[src/rtl/booth_operand_feeder_pkg.sv]
// Shared widths, FSM encoding and bypass helpers for the Booth operand feeder.
package booth_operand_feeder_pkg;

  localparam int OPW   = 32;
  localparam int PRODW = 64;
  localparam int CNTW  = 5;

  // Multiplier value -1. The Booth core never runs its start/done sequence for it.
  localparam logic [OPW-1:0] MPLIER_MINUS_ONE = {OPW{1'b1}};

  typedef enum logic [2:0] {
    S_IDLE      = 3'd0,
    S_LAUNCH    = 3'd1,
    S_WAIT_BUSY = 3'd2,
    S_WAIT_DONE = 3'd3,
    S_BYPASS    = 3'd4,
    S_EMIT      = 3'd5
  } state_t;

  // The product is negated at full width, so an mcand of -2^31 gives +2^31 without overflow.
  function automatic logic [PRODW-1:0] negate_ext(input logic [OPW-1:0] v);
    return PRODW'(0) - {{(PRODW-OPW){v[OPW-1]}}, v};
  endfunction

endpackage

[src/rtl/sync_fifo.sv]
// Single-clock FIFO with a combinational head read and an occupancy count.
module sync_fifo #(
  parameter int WIDTH = 64,
  parameter int DEPTH = 4
) (
  input  logic                   clock,
  input  logic                   reset,
  input  logic                   push,
  input  logic [WIDTH-1:0]       din,
  input  logic                   pop,
  output logic [WIDTH-1:0]       dout,
  output logic                   full,
  output logic                   empty,
  output logic [$clog2(DEPTH):0] count
);

  localparam int AW = $clog2(DEPTH);

  logic [WIDTH-1:0] mem [DEPTH];
  logic [AW-1:0]    wr_ptr;
  logic [AW-1:0]    rd_ptr;
  logic             do_push;
  logic             do_pop;

  assign full    = (count == (AW+1)'(DEPTH));
  assign empty   = (count == '0);
  assign do_push = push && !full;
  assign do_pop  = pop && !empty;
  assign dout    = mem[rd_ptr];

  always_ff @(posedge clock) begin
    if (do_push) mem[wr_ptr] <= din;
  end

  // DEPTH is a power of two, so the pointers wrap on their own.
  always_ff @(posedge clock) begin
    if (reset) begin
      wr_ptr <= '0;
      rd_ptr <= '0;
      count  <= '0;
    end else begin
      if (do_push) wr_ptr <= wr_ptr + 1'b1;
      if (do_pop)  rd_ptr <= rd_ptr + 1'b1;
      case ({do_push, do_pop})
        2'b10:   count <= count + 1'b1;
        2'b01:   count <= count - 1'b1;
        default: count <= count;
      endcase
    end
  end

endmodule

[src/rtl/booth_operand_feeder.sv]
// Queues operand pairs, runs them one at a time through the Booth multiplier and buffers results.
// Handshakes: a beat transfers on a rising edge where valid && ready; valid never waits on ready.
module booth_operand_feeder
  import booth_operand_feeder_pkg::*;
#(
  parameter int DEPTH   = 4,
  parameter int TIMEOUT = 48
) (
  input  logic                   clock,
  input  logic                   reset,
  input  logic                   in_valid,
  output logic                   in_ready,
  input  logic [OPW-1:0]         in_mcand,
  input  logic [OPW-1:0]         in_mplier,
  output logic [OPW-1:0]         mul_mcand,
  output logic [OPW-1:0]         mul_mplier,
  output logic                   mul_start,
  input  logic [PRODW-1:0]       mul_product,
  input  logic                   mul_done,
  input  logic [CNTW-1:0]        mul_add_count,
  input  logic [CNTW-1:0]        mul_sub_count,
  output logic                   out_valid,
  input  logic                   out_ready,
  output logic [PRODW-1:0]       out_product,
  output logic [CNTW-1:0]        out_add_count,
  output logic [CNTW-1:0]        out_sub_count,
  output logic                   out_timeout,
  output logic [$clog2(DEPTH):0] fifo_count,
  output logic                   busy,
  output state_t                 state
);

  localparam int TW = $clog2(TIMEOUT + 1);

  state_t           next_state;
  logic             push;
  logic             pop;
  logic             fifo_full;
  logic             fifo_empty;
  logic [2*OPW-1:0] head;
  logic [OPW-1:0]   head_mcand;
  logic [OPW-1:0]   head_mplier;
  logic [TW-1:0]    wait_count;
  logic             timed_out;
  logic             out_free;
  logic             cap_mul;
  logic             cap_bypass;
  logic             cap_timeout;

  assign in_ready  = !fifo_full;
  assign push      = in_valid && in_ready;
  assign {head_mcand, head_mplier} = head;
  assign out_free  = !out_valid || out_ready;
  assign timed_out = (wait_count == TW'(TIMEOUT));
  assign busy      = (state != S_IDLE);

  sync_fifo #(
    .WIDTH(2*OPW),
    .DEPTH(DEPTH)
  ) u_fifo (
    .clock(clock),
    .reset(reset),
    .push (push),
    .din  ({in_mcand, in_mplier}),
    .pop  (pop),
    .dout (head),
    .full (fifo_full),
    .empty(fifo_empty),
    .count(fifo_count)
  );

  always_ff @(posedge clock) begin
    if (reset) state <= S_IDLE;
    else       state <= next_state;
  end

  always_comb begin
    next_state  = state;
    pop         = 1'b0;
    mul_start   = 1'b0;
    cap_mul     = 1'b0;
    cap_bypass  = 1'b0;
    cap_timeout = 1'b0;
    case (state)
      S_IDLE: begin
        if (!fifo_empty && out_free) begin
          pop = 1'b1;
          if (head_mplier == '0 || head_mplier == MPLIER_MINUS_ONE) next_state = S_BYPASS;
          else                                                      next_state = S_LAUNCH;
        end
      end
      S_LAUNCH: begin
        mul_start  = 1'b1;
        next_state = S_WAIT_BUSY;
      end
      // done is still high from the previous job until the core acknowledges the start.
      S_WAIT_BUSY: begin
        if (timed_out) begin
          cap_timeout = 1'b1;
          next_state  = S_EMIT;
        end else if (!mul_done) begin
          next_state = S_WAIT_DONE;
        end
      end
      S_WAIT_DONE: begin
        if (mul_done) begin
          cap_mul    = 1'b1;
          next_state = S_EMIT;
        end else if (timed_out) begin
          cap_timeout = 1'b1;
          next_state  = S_EMIT;
        end
      end
      S_BYPASS: begin
        cap_bypass = 1'b1;
        next_state = S_EMIT;
      end
      S_EMIT:  next_state = S_IDLE;
      default: next_state = S_IDLE;
    endcase
  end

  // Captures only happen while the buffer is empty: a pop requires it free, and the job's
  // own result is the only thing that can refill it.
  always_ff @(posedge clock) begin
    if (reset) begin
      mul_mcand     <= '0;
      mul_mplier    <= '0;
      wait_count    <= '0;
      out_valid     <= 1'b0;
      out_product   <= '0;
      out_add_count <= '0;
      out_sub_count <= '0;
      out_timeout   <= 1'b0;
    end else begin
      if (pop) begin
        mul_mcand  <= head_mcand;
        mul_mplier <= head_mplier;
      end

      if (state == S_LAUNCH)
        wait_count <= '0;
      else if (state == S_WAIT_BUSY || state == S_WAIT_DONE)
        wait_count <= wait_count + 1'b1;

      if (out_valid && out_ready) begin
        out_valid     <= 1'b0;
        out_product   <= '0;
        out_add_count <= '0;
        out_sub_count <= '0;
        out_timeout   <= 1'b0;
      end

      if (cap_mul) begin
        out_valid     <= 1'b1;
        out_product   <= mul_product;
        out_add_count <= mul_add_count;
        out_sub_count <= mul_sub_count;
        out_timeout   <= 1'b0;
      end else if (cap_timeout) begin
        out_valid     <= 1'b1;
        out_product   <= '0;
        out_add_count <= '0;
        out_sub_count <= '0;
        out_timeout   <= 1'b1;
      end else if (cap_bypass) begin
        out_valid     <= 1'b1;
        out_add_count <= '0;
        out_timeout   <= 1'b0;
        if (mul_mplier == '0) begin
          out_product   <= '0;
          out_sub_count <= '0;
        end else begin
          out_product   <= negate_ext(mul_mcand);
          out_sub_count <= CNTW'(1);
        end
      end
    end
  end

endmodule

[config.mk]
export PLATFORM = sky130hd
export DESIGN_NAME = booth_operand_feeder
export DESIGN_NICKNAME = d
export VERILOG_FILES = /design/src/rtl/booth_operand_feeder_pkg.sv /design/src/rtl/sync_fifo.sv /design/src/rtl/booth_operand_feeder.sv
export SDC_FILE = /design/constraint.sdc
export NUM_CORES = 1
export LEC_CHECK = 0
export CAP_MARGIN = 15
export CORE_MARGIN = 10
export CORE_UTILIZATION = 49
export CTS_CLUSTER_SIZE = 30
export DETAILED_ROUTE_END_ITERATION = 8
export GPL_ROUTABILITY_DRIVEN = 0
export PLACE_DENSITY = 0.78
export SYNTH_ARGS = -nofsm -noshare
export SYNTH_HDL_FRONTEND = slang
export SYNTH_SLANG_ARGS = --single-unit
export TNS_END_PERCENT = 1
[constraint.sdc]
create_clock -name clock -period 3.3 [get_ports clock]
set_input_delay 0.66 -clock clock [delete_from_list [all_inputs] [get_ports clock]]
set_output_delay 0.66 -clock clock [all_outputs]
set_load 0.03 [all_outputs]
==> results.toml, run 1 <==
[status]
status = "finished, final reports clean"

[clock_tree]
post_cts_buffers = 0
cts.path.max_buffers = 3
clk_pin_slew_ps = 60
ctsHoldBuffers = 0
cts_buffers = 42
clock_sinks = 414
cts_resized = 0
htreeDepth = 2
cts_tree = "done"
clock_latency_ps = 540
cts_root_buffer = "clkbuf_16"

[setup_path]
start_kind = "flip-flop"
critPathTopFamily = "buffers and inverters"
crit_required_ps = 2640
crit_chain = "inv_1 -> nor3_1 -> clkdlybuf4s50_1"
critPathBufInv = 2
crit_slowest_cell = "clkdlybuf4s50_1"
slowest_delay_ps = 740
end_kind = "output pin"
r2r_start = "mul_mcand[1]$_SDFFE_PP0N_"
critPathKind = "reg2out"
cp_data_arrival_time_ps = 2010
critPathLaunch = "state[0]$_SDFFE_PP0P_"
crit_fanout = 8
r2r_slack_ps = 680

[detailed_routing]
highest_layer = "met5"
wl_met1_um = 16500
vias = 10700
wl_met2_um = 19600
ant_nets = 0
drt_iter0_markers = 769
viasPerCell = 5.61
drc_errors = 0
first_pass_iters = 7
finalWirelength_um = 40500
met3_length_um = 3380
routedWlPerCell_um = 21.2

[timing]
max_freq_mhz = 374
worst_pin_slew_ps = 777
report.final.slew_viol_count = 0
fin_tns_setup_ps = 0
fin_crit_ps = 2670
hold_violations = 0
setup_violations = 0
fin_skew_ps = 24.2
post-route-period-util_pct = 80.9
slew_headroom_pct = 47.7
rsz0062_at_grt = "false"

[power]
ir_drop_v = 0.000452
leakage_nw = 6.69
power.density_nw_per_um2 = 851
power_mw = 17.6

[placement]
dp_cells = 1826
hpwl_um = 27500
dpl-instance-area_um2 = 19400
io_buffers = 291

[die]
fp.coreArea_um2 = 32400
rows = 66
io_pins = 292
die_w_um = 200
start_util_pct = 49.3
die_h_um = 200
die_area_um2 = 40200

[global_route]
grt_pass1_wl_um = 62700
grt_max_degree = 98
grt_pass1_vias = 10600
antenna_found_initial = 8
track_usage_pct = 19.5
grt_overflow = 0

[synthesis]
netlist_instances = 1142
ys_warn_count = 0
synth_cell_types = 55
ys_seq_area_share_pct = 68.0
synth-edff-count = 256
netlist_area_um2 = 16000
avgSynthCellArea_um2 = 14.0
synthArstFlopShare_pct = 0
syn_nets = 1294
synth-main-ff-cell = "edfxtp_1"
ys_ff_latch = 414

[finish]
post_layout_nonfiller_instances = 1905
final_core_util_pct = 63.9
design_area_um2 = 20700
syn_to_final_growth_pct = 29.6
drive_above_1_share_pct = 12.7
fin_nets = 1580

[min_path]
min-delay-start = "out_product[9]$_SDFFE_PP0P_"
hold_path.class = "reg2reg"

[job]
cap_violations = 0
-- Yosys cell counts, types with 3 or more instances --
master | count | area [µm²]
xnor2_1 | 6 | 52.6
buf_1 | 17 | 63.8
a21oi_1 | 122 | 611
nand4_1 | 18 | 113
clkbuf_1 | 47 | 176
or4_1 | 12 | 90.1
a21oi_2 | 10 | 87.6
buf_2 | 9 | 45.0
nor4_1 | 23 | 144
ha_1 | 8 | 100
or3_2 | 3 | 22.5
nor2_1 | 38 | 143
o21ai_0 | 7 | 35.0
nand2_1 | 153 | 574
a32oi_1 | 3 | 26.3
nand3_1 | 18 | 90.1
nor2b_1 | 4 | 25.0
and3_1 | 4 | 25.0
or2_2 | 4 | 25.0
a222oi_1 | 4 | 40.0
or3_1 | 9 | 56.3
or4_2 | 4 | 35.0
inv_1 | 14 | 52.6
o31ai_1 | 13 | 97.6
a22oi_1 | 66 | 495
edfxtp_1 | 256 | 7690
nor3_1 | 5 | 25.0
xor2_1 | 14 | 123
mux4_2 | 64 | 1440
dfxtp_1 | 158 | 3160
-- path summary, 6_finish.rpt --
check | end | depth (start not counted)
setup / recovery | mul_start | 3
hold / removal | out_product[9]$_SDFFE_PP0P_ | 2
setup reg to reg | out_product[51]$_SDFFE_PP0P_ | 8
hold reg to reg | out_product[9]$_SDFFE_PP0P_ | 2
-- per-stage QoR --
stage	setup WS (ps)	hold WS, ps
5_1_grt	496	478
6_report	629	452
3_5_place_dp	430	445
4_1_cts	627	451
2_1_floorplan	232	462
3_3_place_gp	462	438
-- sequential cells by signal, indices dropped and copies added (netlist names), 2 cells and up, named ones only --
signal / flops
out_product: 64
u_fifo.wr_ptr: 2
out_sub_count: 5
mul_mplier: 32
state: 3
out_add_count: 5
u_fifo.count: 3
u_fifo.rd_ptr: 2
wait_count: 6
u_fifo.mem: 256
mul_mcand: 32
-- placed cells by master (no fill, tap or decap), types with 3 or more instances in the layout --
cell	Yosys	final
or3_1	9	9
or3_2	3	3
or2_2	4	4
or4_2	4	4
and3_2	0	4
diode_2	0	3
clkinv_2	0	8
edfxtp_1	256	256
nor2b_1	4	4
clkbuf_16	0	43
buf_4	1	20
a21oi_1	122	122
xor2_1	14	14
nand4_1	18	18
o31ai_1	13	13
nor2_1	38	37
inv_1	14	13
clkinv_1	0	7
or4_1	12	12
buf_12	1	9
nand3_1	18	17
nand2_1	153	153
o21ai_0	7	7
xnor2_1	6	6
nor3_1	5	5
ha_1	8	8
clkdlybuf4s50_1	0	290
dfxtp_1	158	156
clkbuf_1	47	14
a32oi_1	3	3
mux4_2	64	64
a22oi_1	66	66
nor4_1	23	23
a21oi_2	10	10
a222oi_1	4	4
-- kinds of logic after synthesis --
kind of cell    after synthesis  share of synthesized area [%]
buf+inv                      91                           2.48
fa+ha+maj                     9                          0.753
flops                       414                           68.0
compound gates              236                           9.26
xor+xnor                     20                           1.10
mux                          64                           9.03
simple gates                308                           9.37
-- power breakdown --
group / switching [mW] / internal [mW] / total [mW]
Sequential: 0.648 / 6.32 / 6.97
Clock: 1.90 / 2.41 / 4.30
Combinational: 3.75 / 2.57 / 6.32
-- layer usage --
layer	vias up	GRT usage, %
met5	-	0
met4	10	5.98
met3	80	6.13
met2	404	31.9
met1	5235	24.3
li1	4959	-
-- tightest hold or removal path, delay by kind of cell, from the launching register on --
kind | cells | cell delay [ps]
simple gates | 1 | 50
flops | 1 | 310
compound gates | 1 | 50
-- cell type report --
cell class	instances	area, µm²
Sequential cell	414	10900
Clock inverter	19	114
Inverter	14	52.6
Multi-Input combinational cell	637	4740
Fill cell	2441	11700
Tap cell	442	553
Timing Repair Buffer	319	3230
Clock buffer	57	1130
Antenna cell	3	7.51
Note: power is estimated with default switching activity, not from simulation.
==> run 2: changes to the inputs <==
CORE_UTILIZATION = 47   (was 49)
PLACE_DENSITY = 0.79   (was 0.78)
clock period = 2.4 ns   (was 3.3 ns; I/O delays follow)
==> run 2 against run 1 <==
Via count rose by 2.9%. Clock-buffer cell count shrank 1. Sequential share of layout area fell by 1.3 points. Global-route usage increased by 0.20 points. Combinational power grew 50%. Worst setup slack got worse by 520 ps. Largest power group is now combinational logic. Power is 42% higher. Sequential power rose by 35%. Highest routed layer unchanged. Non-clock buffer count up 49. Routed wire length rose by 4.8%. Worst hold slack got worse by 5.9 ps.
==> results.toml, run 2 (synthesis gave the netlist of run 1 again) <==
[status]
status = "finished, final reports clean"

[timing]
setup_violations = 0
hold_violations = 0
report.final.slew_viol_count = 0
fin_crit_ps = 2290
rsz0062_at_grt = "false"
fin_skew_ps = 18.0
max_freq_mhz = 437
post-route-period-util_pct = 95.4
slew_headroom_pct = 53.6
worst_pin_slew_ps = 696

[setup_path]
start_kind = "flip-flop"
rr_worst_depth = 7
worstReg2RegEnd = "state[0]$_SDFFE_PP0P_"
crit_fanout = 18
crit_required_ps = 2780
cp_data_arrival_time_ps = 2660
critPathKind = "reg2reg"
end_kind = "flip-flop"
r2r_slack_ps = 110

[clock_tree]
cts.path.max_buffers = 3
clock_sinks = 414
clk_pin_slew_ps = 60
clock_latency_ps = 530
htreeDepth = 2
ctsHoldBuffers = 0
cts_buffers = 41
cts_root_buffer = "clkbuf_16"
cts_tree = "done"

[finish]
largest_reg_flops = 256
final_common_cell = "clkdlybuf4s50_1"
reg_top3 = "u_fifo.mem (256), out_product (64)"
syn_to_final_growth_pct = 33.0
top_register = "u_fifo.mem"
post_layout_nonfiller_instances = 1959
final_core_util_pct = 63.3
drive_above_1_share_pct = 15.7
mostFrequentLayoutCells = "287 x clkdlybuf4s50_1, 256 x edfxtp_1, 156 x dfxtp_1"
design_area_um2 = 21200
fin_nets = 1628

[detailed_routing]
drt_iter0_markers = 912
vias = 11000
routedWlPerCell_um = 21.6
finalWirelength_um = 42400
ant_nets = 0
first_pass_iters = 6
drc_errors = 0
viasPerCell = 5.62

[placement]
dpl-instance-area_um2 = 19900
io_buffers = 291
dp_cells = 1880
hpwl_um = 30400

[power]
pwr-share-comb_pct = 37.8
leakage_nw = 7.01
power_frac_seq_pct = 37.5
power.switching_mw = 8.74
power.density_nw_per_um2 = 1180
power_mw = 25.1
internal_power_mw = 16.3
ir_drop_v = 0.000551
swShare_pct = 34.9
p_clk_share_pct = 24.8

[global_route]
antenna_found_initial = 8
grt_max_degree = 75
track_usage_pct = 19.7
grt_pass1_wl_um = 64500
grt_pass1_vias = 11200
grt_overflow = 0

[die]
start_util_pct = 47.6
io_pins = 292
die_area_um2 = 41700
fp.coreArea_um2 = 33500
rows = 67
die_w_um = 204
die_h_um = 204

[min_path]
min-delay-start = "reset"
holdPathStages = 2
hold_path.class = "in2reg"
min_to = "out_sub_count[3]$_SDFFE_PP0P_"

[job]
cap_violations = 0
[run 2: power groups by stage]
stage / clock network, mW / registers [mW] / logic [mW]
global route: 6.67 / 9.51 / 10.2
detailed placement: 0 / 9.53 / 9.40
finish: 6.21 / 9.39 / 9.46
floorplan: 0 / 10.6 / 4.38
global placement: 0 / 9.45 / 9.24
CTS: 6.35 / 9.39 / 9.43
[run 2: critical path, cell delays in order (launching register included)]
cell	delay [ps]
dfxtp_4	380
buf_12	190
mux4_2	600
nor4_1	370
nand4_1	150
o22ai_1	190
buf_4	160
o32ai_1	80
[run 2: routing by layer]
| layer | global-route usage, % | wire length [µm] |
|---|---|---|
| met2 | 32.6 | 20700 |
| met3 | 5.79 | 3760 |
| met1 | 24.0 | 16500 |
| met4 | 7.09 | 1320 |
| met5 | 0 | 34 |
[run 2: worst max path at each step]
stage                                       from                      endpoint  slack (ps)  cells past startpoint
floorplan           u_fifo.count[0]$_SDFFE_PP0P_    u_fifo.mem[1][0]$_DFFE_PP_        -670                      3
global placement                       out_ready  u_fifo.count[2]$_SDFFE_PP0P_        -230                     11
detailed placement                     out_ready  u_fifo.count[2]$_SDFFE_PP0P_        -270                     11
CTS                   mul_mcand[20]$_SDFFE_PP0N_  out_product[39]$_SDFFE_PP0P_          60                      6
global route           mul_mcand[0]$_SDFFE_PP0N_  out_product[39]$_SDFFE_PP0P_          30                      9
finish                                 flip-flop         state[0]$_SDFFE_PP0P_         110                      7
[run 2: timing repair]
item | 4_1_cts | 5_1_grt
pin swaps | 0 | 1
resized for setup | 3 | 3
endpoints found under the setup margin | 3 | 12
buffers inserted | 0 | 1
[run 2: final cells by class]
cell class / count / area (µm²)
Inverter: 14 / 52.6
Multi-Input combinational cell: 637 / 4750
Sequential cell: 414 / 10900
Clock inverter: 19 / 196
Clock buffer: 56 / 1100
Fill cell: 2468 / 12300
Antenna cell: 3 / 7.51
Tap cell: 448 / 561
Timing Repair Buffer: 368 / 3700
[run 2: metrics by stage]
step           setup slack, ps  setup TNS (ps)  hold slack (ps)
2_1_floorplan             -668         -131920              462
3_3_place_gp              -226            -236              438
3_5_place_dp              -266            -339              445
4_1_cts                   55.6               0              430
5_1_grt                   25.3               0              448
6_report                   111               0              446
==> run 3: changes to the inputs <==
CORE_UTILIZATION = 49   (was 47)
CTS_BUF_LIST = sky130_fd_sc_hd__clkbuf_8   (was unset)
PLACE_DENSITY = 0.81   (was 0.79)
==> run 3 against run 2 <==
Worst setup slack got worse by 100 ps. Clock-buffer cell count increased by 22. Sequential power about the same. Global-route usage increased by 0.94 points.
==> results.toml, run 3 (synthesis gave the netlist of run 1 again) <==
[status]
status = "finished, final reports clean"

[timing]
fin_tns_setup_ps = 0
report.final.slew_viol_count = 0
worst_pin_slew_ps = 729
fin_skew_ps = 30.7
hold_violations = 0
slew_headroom_pct = 51.4
post-route-period-util_pct = 99.6
setup_slack_ps = 8.93
max_freq_mhz = 418
fin_crit_ps = 2390
whs_ps = 352
rsz0062_at_grt = "true"
setup_violations = 0

[global_route]
grt_max_degree = 83
grt_pass1_vias = 11000
track_usage_pct = 20.6
antenna_found_initial = 7
grt_overflow = 0
grt_pass1_wl_um = 65700

[finish]
fin_nets = 1650
reg_top3 = "u_fifo.mem (256), out_product (64)"
seqCellArea_um2 = 10900
design_area_um2 = 21300
syn_to_final_growth_pct = 33.4
drive_above_1_share_pct = 18.0
mostFrequentLayoutCells = "286 x clkdlybuf4s50_1, 256 x edfxtp_1, 156 x dfxtp_1"
post_layout_nonfiller_instances = 1997
fill_cells = 2368
largest_reg_flops = 256
top_register = "u_fifo.mem"
final_common_cell = "clkdlybuf4s50_1"
final_core_util_pct = 65.8
multi_input_area_um2 = 4780

[die]
fp.coreArea_um2 = 32400
die_h_um = 200
rows = 66
start_util_pct = 49.3
die_area_um2 = 40200
die_w_um = 200
io_pins = 292

[placement]
hpwl_um = 29400
place_ws_ps = -257
dpl-instance-area_um2 = 19900
io_buffers = 291
dp_cells = 1870

[detailed_routing]
first_pass_iters = 5
viasPerCell = 5.53
drc_errors = 0
drt_iter0_markers = 730
ant_nets = 0
vias = 11000
routedWlPerCell_um = 21.4
finalWirelength_um = 42600

[setup_path]
slowest_delay_ps = 570
crit_required_ps = 2830
rr_worst_depth = 7
cp_data_arrival_time_ps = 2820
critPathKind = "reg2reg"
crit_chain = "buf_12 -> mux4_2 -> nor4_1 -> nand4_1 -> o22ai_2 -> buf_4 -> o32ai_1"
end_kind = "flip-flop"
crit_fanout = 12
r2r_slack_ps = 9
crit_slowest_cell = "mux4_2"
start_kind = "flip-flop"
worstReg2RegEnd = "state[0]$_SDFFE_PP0P_"

[min_path]
holdPathStages = 2
hold_path.class = "in2reg"
min_to = "out_sub_count[0]$_SDFFE_PP0P_"
min-delay-start = "reset"

[power]
power.density_nw_per_um2 = 1180
ir_drop_v = 0.000701
leakage_nw = 7.14
power_mw = 25.1

[clock_tree]
htreeDepth = 3
cts_tree = "done"
clock_sinks = 414
clk_pin_slew_ps = 60
cts_buffers = 68
clock_latency_ps = 590
cts_root_buffer = "clkbuf_8"
cts.path.max_buffers = 3

[job]
cap_violations = 0
## run 3: power breakdown
group	switching, mW	leakage, nW	total [mW]	internal (mW)
registers	0.702	3.63	9.39	8.69
logic	5.53	2.74	9.60	4.07
clock network	2.77	0.766	6.09	3.32
## run 3: critical path: cells and delay by family, from the launching register on
kind,cells,cell delay (ps)
AND/OR/NAND/NOR,2,580
multiplexers,1,570
flip-flops,1,430
buffers and inverters,2,330
AO/OA/AOI/OAI,2,320
## run 3: worst max path at each step
| stage | cells past startpoint | to | start | slack [ps] |
|---|---|---|---|---|
| 2_1_floorplan | 3 | u_fifo.mem[1][0]$_DFFE_PP_ | u_fifo.count[0]$_SDFFE_PP0P_ | -670 |
| 3_3_place_gp | 11 | u_fifo.count[2]$_SDFFE_PP0P_ | out_ready | -240 |
| 3_5_place_dp | 11 | u_fifo.count[2]$_SDFFE_PP0P_ | out_ready | -260 |
| 4_1_cts | 8 | state[0]$_SDFFE_PP0P_ | flip-flop | 9 |
| 5_1_grt | 8 | state[0]$_SDFFE_PP0P_ | flip-flop | -70 |
| 6_report | 7 | state[0]$_SDFFE_PP0P_ | flip-flop | 9 |
## run 3: area by class of cell
cell class / instances / area share (%)
flip-flops and latches: 414 / 51.0
multi-input cells: 637 / 22.4
repair buffers: 363 / 17.3
clock buffers: 78 / 5.04
well taps: 442 / 2.60
clock inverters: 46 / 1.38
inverters: 14 / 0.247
diodes: 3 / 0.0353
## run 3: metal layers
| metal | global-route usage [%] | wire length [µm] |
|---|---|---|
| met3 | 6.41 | 3510 |
| met2 | 32.2 | 19900 |
| met1 | 26.4 | 18000 |
| met5 | 0 | 55 |
| met4 | 8.11 | 1190 |
## run 3: timing repair
action | in CTS | in global routing
gates cloned | 0 | 0
hold buffers | 0 | 0
setup buffers | 0 | 0
endpoints found under the setup margin | 4 | 38
resized for setup | 4 | 10
hold endpoints to repair | 0 | 0
